**config.mk**
```make
export PLATFORM = sky130hd
export DESIGN_NAME = ip_checksum_stream
export DESIGN_NICKNAME = d
export VERILOG_FILES = /design/src/rtl/ip_checksum_stream.sv
export SDC_FILE = /design/constraint.sdc
export NUM_CORES = 1
export LEC_CHECK = 0
export CAP_MARGIN = 20
export CORE_MARGIN = 2
export CORE_UTILIZATION = 32
export DETAILED_ROUTE_END_ITERATION = 10
export GPL_TIMING_DRIVEN = 1
export PLACE_DENSITY = 0.61
export SYNTH_ARGS = -nofsm -noshare
export SYNTH_HDL_FRONTEND = slang
export SYNTH_SLANG_ARGS = --single-unit
```
**constraint.sdc**
```tcl
create_clock -name clk -period 16.1 [get_ports clk]
set_clock_uncertainty 0.1 [all_clocks]
set_input_delay 3.22 -clock clk [delete_from_list [all_inputs] [get_ports clk]]
set_output_delay 3.22 -clock clk [all_outputs]
set_load 0.005 [all_outputs]
```
**src/rtl/ip_checksum_stream.sv**
```systemverilog
// Streaming RFC 1071 one's-complement checksum over an AXI-Stream packet.
// Produces one 16-bit result per packet on an output handshake.
module ip_checksum_stream #(
   parameter int WIDTH    = 64,
   parameter bit INVERT   = 1'b1,
   parameter bit ZERO_SUB = 1'b0
) (
   input  logic               clk,
   input  logic               reset,
   input  logic               clear,
   input  logic [15:0]        i_seed,
   input  logic [WIDTH-1:0]   i_tdata,
   input  logic [WIDTH/8-1:0] i_tkeep,
   input  logic               i_tlast,
   input  logic               i_tvalid,
   output logic               i_tready,
   output logic [15:0]        o_tdata,
   output logic               o_tvalid,
   input  logic               o_tready
);

   localparam int LANES = WIDTH / 16;
   localparam int LSW   = 16 + $clog2(LANES) + 1;

   typedef enum logic [1:0] {IDLE, ACCUM, FOLD, HOLD} state_t;

   state_t            state, state_n;
   logic [31:0]       acc, acc_n, base, acc_sum;
   logic [15:0]       res_n, s2, r_inv, r_fin;
   logic              vld_n, beat;
   logic [16:0]       s1, part;
   logic [WIDTH-1:0]  data_m;
   logic [LSW-1:0]    lanesum;

   assign i_tready = (state == IDLE) || (state == ACCUM);
   assign beat     = i_tvalid && i_tready;

   // Byte k of the bus pairs with keep bit k, so masking is a straight per-byte select.
   always_comb begin
      data_m = i_tdata;
      for (int k = 0; k < WIDTH / 8; k++) begin
         if (i_tlast && !i_tkeep[k]) data_m[8*k +: 8] = 8'h00;
      end
   end

   always_comb begin
      lanesum = '0;
      for (int l = 0; l < LANES; l++) begin
         lanesum = lanesum + LSW'(data_m[16*l +: 16]);
      end
   end

   // Folding the running sum on every beat keeps acc bounded for any packet length.
   assign part    = {1'b0, acc[15:0]} + {1'b0, acc[31:16]};
   assign base    = (state == IDLE) ? {16'h0000, i_seed} : {15'h0000, part};
   assign acc_sum = base + 32'(lanesum);

   assign s1    = part;
   assign s2    = s1[15:0] + {15'h0000, s1[16]};
   assign r_inv = INVERT ? ~s2 : s2;
   assign r_fin = (ZERO_SUB && (r_inv == 16'h0000)) ? 16'hFFFF : r_inv;

   always_comb begin
      state_n = state;
      acc_n   = acc;
      res_n   = o_tdata;
      vld_n   = o_tvalid;
      case (state)
         IDLE, ACCUM: begin
            if (beat) begin
               acc_n   = acc_sum;
               state_n = i_tlast ? FOLD : ACCUM;
            end
         end
         FOLD: begin
            res_n   = r_fin;
            vld_n   = 1'b1;
            state_n = HOLD;
         end
         HOLD: begin
            if (o_tready) begin
               vld_n   = 1'b0;
               acc_n   = '0;
               state_n = IDLE;
            end
         end
         default: state_n = IDLE;
      endcase
   end

   // NOTE: state registers use non-blocking assignments so every flop samples pre-edge values.
   always_ff @(posedge clk or posedge reset) begin
      if (reset) begin
         state    <= IDLE;
         acc      <= '0;
         o_tdata  <= '0;
         o_tvalid <= 1'b0;
      end else if (clear) begin
         state    <= IDLE;
         acc      <= '0;
         o_tdata  <= '0;
         o_tvalid <= 1'b0;
      end else begin
         state    <= state_n;
         acc      <= acc_n;
         o_tdata  <= res_n;
         o_tvalid <= vld_n;
      end
   end

endmodule

```
== After elaboration in Yosys (flattened, before gate mapping) ==
Cells that the tools add are included.
W data, S select, Z words.
Word-level totals
  flip-flop bits (word level): 51
  latch bits: 0
  RAM bits: 0
  bits in read-only memories: 0
  word-level logic and storage cells: 65
  memories kept: 0
Cells by class
  add/subtract/negate cells: 6
  multiply operators: 0
  div/mod/pow operators: 0
  magnitude comparators: 0
  equality and inequality tests: 5
  shift-type cells: 0
  mux-type cells: 23
  bitwise gates (word level): 1
  reduce and logical (&&, ||, !) cells: 26
Operators by type and width (number)
  $mux W32: 3
  $mux W8: 8
  $pmux W32 S2: 1
  $add A16 B16 Y17: 2
  $mux W16: 2
  $add A17 B19 Y20: 1
  $add A18 B16 Y19: 1
  $add A17 B16 Y18: 1
  $mux W17: 1
  $add A16 B1 Y16: 1
  $not A16 Y16: 1
  $logic_and A1 B1 Y1: 9
  $logic_not A1 Y1: 8
  $mux W2: 4
  $ne A3 B3 Y1 const B: 2
  $pmux W2 S3: 1
  $reduce_bool A3 Y1: 2
  $eq A2 B2 Y1 const B: 2
  $reduce_and A2 Y1: 2
  $reduce_and A3 Y1: 1
  $eq A2 B1 Y1 const B: 1
  $logic_not A2 Y1: 1
  $mux W1: 2
  $pmux W1 S2: 1
  3 further kinds: 3

== Longest topological paths before layout ==
Gate-level depths: netlist of the first run.
  depth after elaboration: 10
  gate-level depth with buffers: 20
  depth with buffers taken out: 20

== Worst setup path after synthesis of the first run ==
Ideal clock, no wire load.
  path kind: input to register
  start point: in i_tlast
  end point: reg acc[17]
  arrival time: 7517 ps
  data required time: 15873 ps
  setup slack: 8356 ps
  stages: 18
  path buffers: 1
  path through: clkbuf_1 nand2b_1 nand2_1 fa_1 inv_1 fa_1 inv_1 fa_1 inv_1 ha_1 fa_1 a211oi_1 nor3_1 o21a_1 or4b_2 a31oi_1 xnor2_1 o21ai_0
Between the ends
  longest elaborated chain between the ends: 9
  elaborated cells on any way between the ends: 23
Ends and longest elaborated chain
  start: declaration: RTL line 14  | input logic i_tlast,
  $logic_and A1 B1 Y1: RTL line 42  | if (i_tlast && !i_tkeep[k]) data_m[8*k +: 8] = 8'h00;
  $mux W8: RTL line 42
  $add A16 B16 Y17: RTL line 49  | lanesum = lanesum + LSW'(data_m[16*l +: 16]);
  $add A17 B16 Y18: RTL line 49
  $add A18 B16 Y19 *: RTL line 49
  $add A17 B19 Y20 *: RTL line 56  | assign acc_sum = base + 32'(lanesum);
  $mux W32 *: RTL line 70  | if (beat) begin
  $pmux W32 S2 *: RTL line 68  | case (state)
  $mux W32 *: RTL line 98  | end else if (clear) begin
  end signal: assignment: RTL line 105  | acc <= acc_n;
  end: declaration: RTL line 28  | logic [31:0] acc, acc_n, base, acc_sum;
Every way passes the cells marked *; elsewhere a longest branch is shown, timed or not. The select of a mux whose other input is x is not followed.
A chain may end at the register's enable or synchronous reset.

== Worst setup path in the final report of the first run ==
Same ends and word-level chain as after synthesis.

==> flow_summary.ini, run 1 <==
[outcome]
outcome = completed

[critical_path]
path_cells = clkdlybuf4s50_1 > nand2b_1 > nand2_1 > fa_1 > inv_1 > fa_1 > inv_1 > fa_1 > inv_1 > ha_1 > fa_1 > a211oi_1 > nor3_1 > o21a_1 > or4b_2 > a31oi_1 > xnor2_1 > o21ai_0
start_kind = primary input
crit_slowest_cell = clkdlybuf4s50_1
rr_startpoint = acc[16]$_DFFE_PP0P_
r2r_end = acc[17]$_DFFE_PP0P_
slowest_delay_ns = 0.71
crit_fanout = 10
worstSetupPathType = in -> reg
endpoint_kind = register
crit_path_frequent_cell = fa_1
r2r_cells = 19
required_ns = 16.15
regToRegSetupSlack_ns = 9.79
arrival_ns = 8.53

[sta]
fin_crit_sh_pct = 52.66
fin_crit_ns = 8.479
rsz0062_at_grt = no
drv_slew = 0
max_freq_ghz = 0.1179
hold_viol_final = 0
setup_tns_ns = 0
slew_headroom_pct = 33.88
worst_slew_pin_slew_ns = 0.9881
holdWs_ns = 0.3743
setup_viol = 0

[drt]
vias = 4152
drc = 0
wl_per_cell_um = 14.46
ant_nets = 0
drt_iter0_markers = 109
drtPass1Iterations = 4
routed_wl_um = 12540
via_per_inst = 4.789

[synthesis]
synth_enable_flop_cells = 0
syn_area_mm2 = 0.004891
yosys.area.top_type_share_pct = 20.06
muxShareOfSynthArea_pct = 1.305
yosys.area_share.adder_pct = 26.71
synth_top_family_by_area = adder cells
yosysMostFrequentCell = inv_1
synth.avg_cell_area_um2 = 8.491
syn_inst = 576
syn_nets = 745
yosysTopAreaCell = fa_1
ys_seq_elements = 38
ys.warnings.count = 0
synth-main-ff-cell = dfrtp_1
ys_seq_area_share_pct = 19.44
synthTopCellsByArea = fa_1 20%, dfrtp_1 19%, ha_1 6.7%
synth_common_cells = 75 x inv_1, 61 x nand2_1, 49 x and2_1, 49 x fa_1, 42 x o21ai_0
synthXorXnorAreaFrac_pct = 6.984
ys_types = 66
synth_compound_area_share_pct = 16.12
synthSimpleGateAreaFrac_pct = 22.03
ys_async_sr_fraction_pct = 100.0

[hold_path]
holdPathStages = 2
hold_start = o_tdata[8]$_DFFE_PP0P_
min_to = o_tdata[8]$_DFFE_PP0P_
hp-class = reg -> reg

[floorplanning]
die_h_um = 127.6
dieWidth_um = 127.6
io_pins = 112
fp.dieArea_mm2 = 0.01629
rows = 45
coreArea_mm2 = 0.01509
initial_utilization_pct = 32.41

[clock_network]
numCtsBuffers = 5
cts_max_level = 2
tritoncts = yes
numClockSinks = 38
cts_hold_buf = 0
post-cts-setup-buffers = 0
path_clk_slew_ns = 0.06
ctsResizeCount = 0
clock_path_buffers = 2
cts-root-buf = clkbuf_16
clock_latency_ns = 0.28

[finish]
drive_gt1_share_pct = 4.860
finalNonFillerCells = 867
syn_to_final_growth_pct = 29.42
num-nets-final = 847
diodes = 0

[grt]
antenna_found_initial = 0
track_usage_pct = 16.01
grt_pass1_vias = 4473
grt_remaining_overflow = 0
grt_first_pass_wirelength_um = 21300
grt_max_degree = 39

[placement]
post-place-cells = 859
hpwl_um = 10810
port_buffers = 111
place_congestion = 0.8291

[job]
drv_cap = 0

[power_and_ir_drop]
p_leak_nw = 2.809
ir_drop_mv = 0.06029
powerDensity_mw_per_mm2 = 137.1
finalPower_mw = 0.8679
-- cells by family after synthesis --
family,after synthesis
flops,38
buf+inv,94
simple gates,199
fa+ha+maj,75
mux,6
xor+xnor,39
compound gates,125
-- stage by stage --
step	utilization (%)	cell area (µm²)	setup WS, ns
6_report	41.95	6330	7.621
4_1_cts	41.95	6330	7.549
3_3_place_gp	40.95	6178	7.380
2_1_floorplan	-	4891	8.356
3_5_place_dp	40.95	6178	7.246
5_1_grt	41.95	6330	7.296
-- cell type report --
type,instances,area [µm²]
inverter,75,281.5
multi-input combinational,444,3577
clock inverter,2,12.51
sequential,38,950.9
fill,1527,8760
timing repair buffer,114,1134
clock buffer,6,138.9
tap,188,235.2
-- power breakdown --
group          total, mW  switching, mW  internal [mW]  leakage (nW)
sequential         0.142         0.0277          0.115         0.511
combinational      0.628          0.351          0.277          2.22
clock             0.0981         0.0369         0.0612        0.0729
total              0.868          0.415          0.453          2.81
-- layout by cell type (no fill, tap or decap), drive strengths merged, types with 26 or more instances in the layout --
cell type / instances
clkdlybuf4s50: 111
inv: 75
nand2: 63
and2: 49
fa: 49
o21ai: 44
dfrtp: 38
a21oi: 36
nor2: 26
ha: 26
-- critical path, delay by kind of cell --
kind / cells / cell delay (ns)
xor gates and xnor gates: 1 / 0.13
adders and majority gates: 5 / 2.20
and+or+nand+nor: 4 / 1.26
AOI/OAI and AO/OA: 4 / 0.86
buffers and inverters: 4 / 0.85
-- routing by layer --
metal | vias to the layer above | track usage [%] | part of all wire (%) | routed length, µm
met5 | - | 0 | 0 | 0
met4 | 0 | 3.814 | 1.7 | 216
met3 | 12 | 1.633 | 3.1 | 391
met2 | 91 | 26.83 | 47 | 5888
met1 | 1937 | 22.35 | 48 | 6039
li1 | 2112 | - | - | -
-- registers in the layout, summed over array words and instances (netlist names) --
name      count
acc          19
o_tvalid      1
o_tdata      16
state         2
-- how the worst max path moves through the flow --
stage	startpoint	endpoint	slack, ns
floorplan	i_tlast	acc[17]$_DFFE_PP0P_	8.36
global placement	i_tlast	acc[17]$_DFFE_PP0P_	7.38
detailed placement	i_tlast	acc[17]$_DFFE_PP0P_	7.25
CTS	i_tlast	acc[17]$_DFFE_PP0P_	7.55
global route	i_tlast	acc[17]$_DFFE_PP0P_	7.30
finish	i_tlast	acc[17]$_DFFE_PP0P_	7.62
(Power assumes the default switching activity.)
==> run 2: changes to the inputs <==
==> constraint.sdc (replaced) <==
create_clock -name clk -period 8.75 [get_ports clk]
set_clock_uncertainty 0.1 [all_clocks]
set_input_delay 1.75 -clock clk [delete_from_list [all_inputs] [get_ports clk]]
set_output_delay 1.75 -clock clk [all_outputs]
set_load 0.005 [all_outputs]
==> run 2 against run 1 <==
  * Die area did not move
  * Critical path depth stayed put
  * Sequential power rose by 85%
  * Wire length shrank 0.45%
  * Cell area is the same
  * Flip-flop and latch count is the same
  * Register-to-register slack lost 7.4 ns
  * Critical endpoint unchanged
==> flow_summary.ini, run 2 (synthesized netlist as in run 1, its figures left out) <==
[drt]
drtPass1Iterations = 4
drt_iter0_markers = 117
drc = 0
via_per_inst = 4.811
routed_wl_um = 12480
vias = 4171
wl_per_cell_um = 14.39
ant_nets = 0

[critical_path]
path_cells = clkdlybuf4s50_1 > nand2b_1 > nand2_1 > fa_1 > inv_1 > fa_1 > inv_1 > fa_1 > inv_1 > ha_1 > fa_1 > a211oi_1 > nor3_1 > o21a_1 > or4b_2 > a31oi_1 > xnor2_1 > o21ai_0
slowest_delay_ns = 0.70
arrival_ns = 7.08
crit_path_frequent_cell = fa_1
worstSetupPathType = in -> reg
endpoint_kind = register
crit_fanout = 10
required_ns = 8.80
crit_slowest_cell = clkdlybuf4s50_1
start_kind = primary input

[floorplanning]
initial_utilization_pct = 32.41
die_h_um = 127.6
rows = 45
io_pins = 112
dieWidth_um = 127.6
fp.dieArea_mm2 = 0.01629
coreArea_mm2 = 0.01509

[finish]
finalNonFillerCells = 867
largest_reg_flops = 19
fin_util_pct = 41.95
final_area_mm2 = 0.006330
ff_latch_area_um2 = 950.9
regMostFlops = acc
syn_to_final_growth_pct = 29.42
drive_gt1_share_pct = 4.860
layout_commonest_cell = clkdlybuf4s50_1
diodes = 0
multi_input_area_mm2 = 0.003577
mostFrequentLayoutCells = 111 x clkdlybuf4s50_1, 75 x inv_1, 61 x nand2_1, 49 x and2_1, 49 x fa_1
largestRegisters = acc (19), o_tdata (16), state (2)
nFillCells = 1543
num-nets-final = 847

[power_and_ir_drop]
finalPower_mw = 1.598
ir_drop_mv = 0.1097
powerDensity_mw_per_mm2 = 252.5
p_leak_nw = 2.809

[grt]
antenna_found_initial = 0
grt_pass1_vias = 4486
grt_max_degree = 39
grt_first_pass_wirelength_um = 21420
track_usage_pct = 16.09
grt_remaining_overflow = 0

[outcome]
outcome = completed

[clock_network]
ctsResizeCount = 0
clock_path_buffers = 2
numClockSinks = 38
tritoncts = yes
clock_latency_ns = 0.28
cts-root-buf = clkbuf_16
cts_hold_buf = 0
post-cts-setup-buffers = 0
cts_max_level = 2
path_clk_slew_ns = 0.06
numCtsBuffers = 5

[sta]
drv_slew = 0
rsz0062_at_grt = no
setup_viol = 0
slew_headroom_pct = 30.72
fin_crit_ns = 7.026
hold_viol_final = 0
timing.final.ws_setup_ns = 1.724
setup_tns_ns = 0
worst_slew_pin_slew_ns = 1.035
fin_crit_sh_pct = 80.30
max_freq_ghz = 0.1423
holdWs_ns = 0.3747

[placement]
dp_slack_ns = 1.386
hpwl_um = 10770
port_buffers = 111
place_congestion = 0.8292
post-place-cells = 859
dpl-instance-area_mm2 = 0.006178

[hold_path]
hp-class = reg -> reg

[job]
drv_cap = 0
## run 2: cell counts in the layout (fill, tap and decap cells not counted)
No cell type changed its count.
## run 2: power breakdown
group	leakage (nW)	internal, mW	switching, mW
registers	0.511	0.211	0.0509
clock network	0.0729	0.113	0.0689
logic	2.22	0.509	0.646
total	2.81	0.832	0.766
## run 2: per-layer routing
layer  part of all wire (%)  vias up  track usage [%]
li1                       -     2117                -
met1                     48     1940            22.51
met2                     47       99            27.02
met3                    3.5       15            1.508
met4                    1.3        0            3.749
met5                      0        -                0
## run 2: area by class of cell
| type | instances | share of cell area [%] |
|---|---|---|
| well taps | 188 | 3.716 |
| flip-flops and latches | 38 | 15.02 |
| multi-input cells | 444 | 56.51 |
| clock buffers | 6 | 2.194 |
| inverters | 75 | 4.448 |
| clock inverters | 2 | 0.1977 |
| repair buffers | 114 | 17.91 |
## run 2: final timing paths
check	endpoint	start	cells past startpoint	slack (ns)
max	acc[17]$_DFFE_PP0P_	i_tlast	18	1.72
min	o_tdata[8]$_DFFE_PP0P_	o_tdata[8]$_DFFE_PP0P_	2	0.37
max reg2reg	acc[17]$_DFFE_PP0P_	acc[16]$_DFFE_PP0P_	19	2.44
min reg2reg	o_tdata[8]$_DFFE_PP0P_	o_tdata[8]$_DFFE_PP0P_	2	0.37
max in group asynchronous	o_tdata[6]$_DFFE_PP0P_	reset	3	6.43
min in group asynchronous	o_tdata[14]$_DFFE_PP0P_	reset	3	1.79
## run 2: critical path: cells and delay by family
kind,cells,cell delay [ns]
XOR/XNOR,1,0.13
adder cells (fa/ha/maj),5,2.20
buffers and inverters,4,0.84
AND/OR/NAND/NOR,4,1.27
AO/OA/AOI/OAI,4,0.86
